## config.mk

```make
export PLATFORM = sky130hd
export DESIGN_NAME = pipe_ctrl
export DESIGN_NICKNAME = d
export VERILOG_FILES = /design/src/rtl/pipe_ctrl.sv
export SDC_FILE = /design/constraint.sdc
export NUM_CORES = 1
export LEC_CHECK = 0
export CAP_MARGIN = 20
export CORE_ASPECT_RATIO = 0.7
export CORE_UTILIZATION = 35
export DETAILED_ROUTE_END_ITERATION = 10
export PLACE_DENSITY = 0.8
export SYNTH_ARGS = -nofsm -noshare
export SYNTH_HDL_FRONTEND = slang
export SYNTH_SLANG_ARGS = --single-unit
```

## constraint.sdc

```tcl
create_clock -name clk -period 1.89 [get_ports clk]
set_input_delay 0.189 -clock clk [delete_from_list [all_inputs] [get_ports clk]]
set_output_delay 0.189 -clock clk [all_outputs]
set_load 0.1 [all_outputs]
```

## src/rtl/pipe_ctrl.sv

```systemverilog
// Pipeline hazard/stall controller with multiply-divide unit busy sequencer.
// Optional stall statistics counter enabled by macro PIPE_CTRL_STALL_STAT_EN.
module pipe_ctrl (
   input  logic        clk,
   input  logic        reset,
   input  logic        Req,
   input  logic [4:0]  D_rs_addr,
   input  logic [4:0]  D_rt_addr,
   input  logic        D_rs_used,
   input  logic        D_rt_used,
   input  logic [1:0]  D_Tuse_rs,
   input  logic [1:0]  D_Tuse_rt,
   input  logic [4:0]  E_A3,
   input  logic [4:0]  M_A3,
   input  logic [1:0]  E_Tnew,
   input  logic [1:0]  M_Tnew,
   input  logic        D_md,
   input  logic        E_md_start,
   input  logic        E_md_div,
   input  logic        D_eret,
   input  logic        E_mtc0_epc,
   input  logic        M_mtc0_epc,
   output logic        stall,
   output logic        F_en,
   output logic        D_en,
   output logic        md_busy,
   output logic [3:0]  md_cnt
`ifdef PIPE_CTRL_STALL_STAT_EN
   ,
   output logic [31:0] stall_cnt
`endif
);

   localparam logic [0:0] ST_IDLE = 1'b0;
   localparam logic [0:0] ST_BUSY = 1'b1;

   localparam logic [3:0] MULT_CYCLES = 4'd5;
   localparam logic [3:0] DIV_CYCLES  = 4'd10;

   logic [3:0] md_cnt_r;
   logic [3:0] md_cnt_nxt_s;
   logic [0:0] state_s;
   logic       start_ok_s;
   logic       stall_rs_s;
   logic       stall_rt_s;
   logic       stall_md_s;
   logic       stall_eret_s;
   logic       stall_s;
   logic       md_busy_s;

   // Operand hazards, MDU contention and eret/EPC ordering; Req overrides every stall.
   always_comb begin
      stall_rs_s   = D_rs_used && (D_rs_addr != 5'd0) &&
                     (((E_A3 == D_rs_addr) && (E_Tnew > D_Tuse_rs)) ||
                      ((M_A3 == D_rs_addr) && (M_Tnew > D_Tuse_rs)));
      stall_rt_s   = D_rt_used && (D_rt_addr != 5'd0) &&
                     (((E_A3 == D_rt_addr) && (E_Tnew > D_Tuse_rt)) ||
                      ((M_A3 == D_rt_addr) && (M_Tnew > D_Tuse_rt)));
      start_ok_s   = E_md_start && !Req;
      md_busy_s    = start_ok_s || (md_cnt_r != 4'd0);
      stall_md_s   = D_md && md_busy_s;
      stall_eret_s = D_eret && (E_mtc0_epc || M_mtc0_epc);
      stall_s      = (stall_rs_s || stall_rt_s || stall_md_s || stall_eret_s) && !Req;
   end

   assign stall   = stall_s;
   assign F_en    = ~stall_s;
   assign D_en    = ~stall_s;
   assign md_busy = md_busy_s;
   assign md_cnt  = md_cnt_r;

   assign state_s = (md_cnt_r != 4'd0) ? ST_BUSY : ST_IDLE;

   // MDU sequencer next count: starts only from idle, never reloads while busy.
   always_comb begin
      md_cnt_nxt_s = md_cnt_r;
      case (state_s)
         ST_IDLE: begin
            if (start_ok_s) begin
               md_cnt_nxt_s = E_md_div ? DIV_CYCLES : MULT_CYCLES;
            end else begin
               md_cnt_nxt_s = 4'd0;
            end
         end
         ST_BUSY: begin
            md_cnt_nxt_s = md_cnt_r - 4'd1;
         end
         default: begin
            md_cnt_nxt_s = 4'd0;
         end
      endcase
   end

   // MDU remaining-cycle register.
   always_ff @(posedge clk) begin
      if (reset) begin
         md_cnt_r <= 4'd0;
      end else begin
         md_cnt_r <= md_cnt_nxt_s;
      end
   end

`ifdef PIPE_CTRL_STALL_STAT_EN
   logic [31:0] stall_cnt_r;

   // Free-running stall cycle counter, wraps naturally at 32 bits.
   always_ff @(posedge clk) begin
      if (reset) begin
         stall_cnt_r <= 32'd0;
      end else if (stall_s) begin
         stall_cnt_r <= stall_cnt_r + 32'd1;
      end else begin
         stall_cnt_r <= stall_cnt_r;
      end
   end

   assign stall_cnt = stall_cnt_r;
`endif

endmodule

```

==> impl_metrics.py <==
metrics = {
    "power_and_ir_drop": {
        "p_int_mw": 0.662,
        "total_power_mw": 1.54,
        "max-vdd-ir-drop_mv": 1.05,
        "pwr-share-clk_pct": 7.4,
        "seqPwrFrac_pct": 12.7,
        "switching_share_pct": 57.1,
        "pwr-share-comb_pct": 79.9,
        "power.density_nw_per_um2": 1050,
        "switching_power_mw": 0.880,
        "p_leak_nw": 0.658,
    },
    "setup_path": {
        "slowest_stage": "dlygate4sd2_1",
        "worst_path_largest_cell_delay_ps": 300,
        "critPathTopFamily": "buffers and inverters",
        "worstPathMaxFanout": 2,
        "crit_path_start_kind": "input port",
        "cp_cell_sequence": "dlygate4sd2_1 > ha_4 > nand2_1 > nand4_1 > nor4_2 > o21ai_1 > o211a_2 > buf_12",
        "worstPathRequired_ps": 1700,
        "worst-path-buf-inv": 2,
        "r2r_slack_ps": 640,
        "cp.arrival_ps": 1670,
        "rr_worst_depth": 5,
        "r2r_start": "md_cnt[0]$_SDFF_PP0_",
        "reg2reg_to": "md_cnt[1]$_SDFF_PP0_",
        "end_kind": "output pin",
        "crit_start": "M_Tnew[1]",
        "crit_type": "in2out",
    },
    "min_path": {
        "hold_end": "md_cnt[0]$_SDFF_PP0_",
        "hp-class": "reg2reg",
        "min_path_cells": 1,
        "hp-start": "md_cnt[0]$_SDFF_PP0_",
    },
    "synth": {
        "synthCells": 89,
        "ys_types": 26,
        "synth-simple-area-share_pct": 20.6,
        "synth_xor_area_share_pct": 27.1,
        "synth-seq-area-share_pct": 11.8,
        "synthMuxAreaShare_pct": 0,
        "synth_top_family_by_area": "XOR/XNOR gates",
        "ys_seq_elements": 4,
        "synth_fa_ha_area_share_pct": 18.4,
        "syn-num-nets": 138,
        "synth_area_per_cell_um2": 7.63,
        "synth-compound-area-share_pct": 16.0,
        "syn_area_um2": 679,
        "yosysWarnings": 0,
    },
    "layout": {
        "nNetsFinal": 202,
        "final_cell_count_no_fill": 172,
        "fillers": 89,
        "largest_reg_flops": 4,
        "utilization_pct": 86.9,
        "area_growth_pct": 117,
        "drive_above_1_share_pct": 44.4,
        "antennaDiodeCount": 0,
    },
    "route": {
        "routed_via_density": 5.47,
        "routed_wl_um": 3020,
        "drc_errors": 0,
        "wire_per_inst_um": 17.5,
        "vias": 940,
        "ant_nets": 0,
        "dr.pass1.iters": 4,
        "drt_iter0_drc": 36,
    },
    "sta": {
        "skew_ps": 3.33,
        "finalCritPeriodShare_pct": 98.4,
        "hold_viol": 0,
        "setup_violations": 0,
        "fin_tns_setup_ps": 0,
        "fmaxAchievable_mhz": 538,
        "slew_headroom_pct": 81.4,
        "tightest_slew_ps": 278,
        "timing.final.ws_setup_ps": 30.0,
        "finalCriticalPeriod_ps": 1860,
        "slew_viol_final": 0,
    },
    "clock_network": {
        "htree_levels": 1,
        "clk_pin_slew_ps": 40,
        "ctsHoldBuffers": 0,
        "cts_buffer_depth": 2,
        "numCtsBuffers": 3,
        "cts_tree": "done",
        "cts-root-buf": "clkbuf_4",
        "clock_sinks": 4,
        "clock_latency_ps": 250,
    },
    "grt": {
        "first_global_vias": 918,
        "grt-ovfl-total": 0,
        "grt_pass1_wl_um": 3920,
        "antenna_found_initial": 0,
        "grt_use_total_pct": 27.7,
        "grt_max_degree": 6,
    },
    "die": {
        "initial_core_util_pct": 40.0,
        "die-width_um": 54.7,
        "fp.coreArea_um2": 1700,
        "rows": 12,
        "die_h_um": 38.9,
        "pin_count": 47,
        "die_area_um2": 2120,
    },
    "outcome": {
        "status": "complete, no violations",
    },
    "flow_run": {
        "max_cap_viol_count": 0,
    },
    "place": {
        "dpl.hpwl_um": 2160,
        "gp_congestion": 0.839,
        "post-place-ws_ps": -294,
        "dp.cells": 167,
        "port_buffers": 46,
    },
}
cell families after synthesis:
kind of cell             Yosys count
adder cells (fa/ha/maj)           10
AO/OA/AOI/OAI                     18
AND/OR/NAND/NOR                   26
buffers and inverters             10
flip-flops                         4
XOR/XNOR                          21
metal layers:
metal	part of all wire (%)	wire, um	vias to the layer above	global-route usage, %
li1	-	-	441	-
met5	0	0	-	0
met2	47	1420	56	46.1
met4	1.5	44	0	11.5
met1	42	1270	435	31.3
met3	9.1	275	8	11.0
worst max path at each step:
stage | endpoint | slack, ps | cells past startpoint
after floorplan | stall | -950 | 6
after CTS | stall | -0.8 | 7
after detailed placement | stall | -290 | 9
final | F_en | 30 | 8
after global routing | stall | -20 | 8
after global placement | stall | -290 | 9
synth_stat cells:
cell | count | area share, %
a2111oi_0 | 1 | 1.3
xor2_1 | 7 | 9.0
or4_1 | 2 | 2.2
dfxtp_1 | 4 | 12
o211a_1 | 1 | 1.5
buf_4 | 1 | 1.1
nor3_1 | 1 | 0.74
nand2_1 | 5 | 2.8
a21oi_1 | 7 | 5.2
nor4_1 | 3 | 2.8
nand2b_1 | 2 | 1.8
o211ai_1 | 1 | 1.1
xnor2_1 | 14 | 18
nand4_1 | 3 | 2.8
o21ai_1 | 4 | 2.9
or3_1 | 1 | 0.92
a211oi_1 | 2 | 2.2
nand3_1 | 1 | 0.74
and2_1 | 1 | 0.92
ha_1 | 10 | 18
inv_1 | 9 | 5.0
nor2b_1 | 1 | 0.92
o21a_1 | 1 | 1.1
nand4b_1 | 1 | 1.3
nor2_1 | 5 | 2.8
o21ai_0 | 1 | 0.74
stage by stage:
| stage | hold WS [ps] | instance area, um^2 |
|---|---|---|
| finish | 514 | 1470 |
| global placement | 472 | 1330 |
| floorplan | 248 | 734 |
| CTS | 505 | 1410 |
| global route | 525 | 1470 |
| detailed placement | 493 | 1330 |
repair_timing:
action                     CTS  global route
setup endpoints to repair    3             3
buffers inserted             0             2
resized for setup           45            31
pin swaps                   17            22
area by class of cell:
class | count | area (um^2) | share of cell area (%)
timing repair buffer | 60 | 567 | 38.5
sequential | 4 | 95.1 | 6.45
clock buffer | 3 | 22.5 | 1.53
tap | 21 | 26.3 | 1.78
multi-input combinational | 75 | 724 | 49.2
inverter | 9 | 38.8 | 2.63
power by group through the flow:
stage / clock [mW] / combinational, mW / sequential (mW)
after floorplan: 0 / 0.536 / 0.457
after global placement: 0 / 1.13 / 0.190
after detailed placement: 0 / 1.15 / 0.195
after CTS: 0.115 / 1.16 / 0.195
after global routing: 0.122 / 1.27 / 0.200
final: 0.113 / 1.23 / 0.196
cells in the final DEF, fill, tap and decap left out, types with 4 or more instances in the layout:
cell | synthesis | routed
buf_4 | 1 | 18
xnor2_1 | 14 | 12
clkdlybuf4s50_1 | 0 | 11
dlygate4sd2_1 | 0 | 8
xor2_1 | 7 | 6
ha_4 | 0 | 6
clkbuf_2 | 0 | 6
dlymetal6s2s_1 | 0 | 6
nor2_1 | 5 | 5
a21oi_1 | 7 | 5
inv_2 | 0 | 4
ha_1 | 10 | 4
clkdlybuf4s15_1 | 0 | 4
dfxtp_4 | 0 | 4
(Power assumes the default switching activity.)
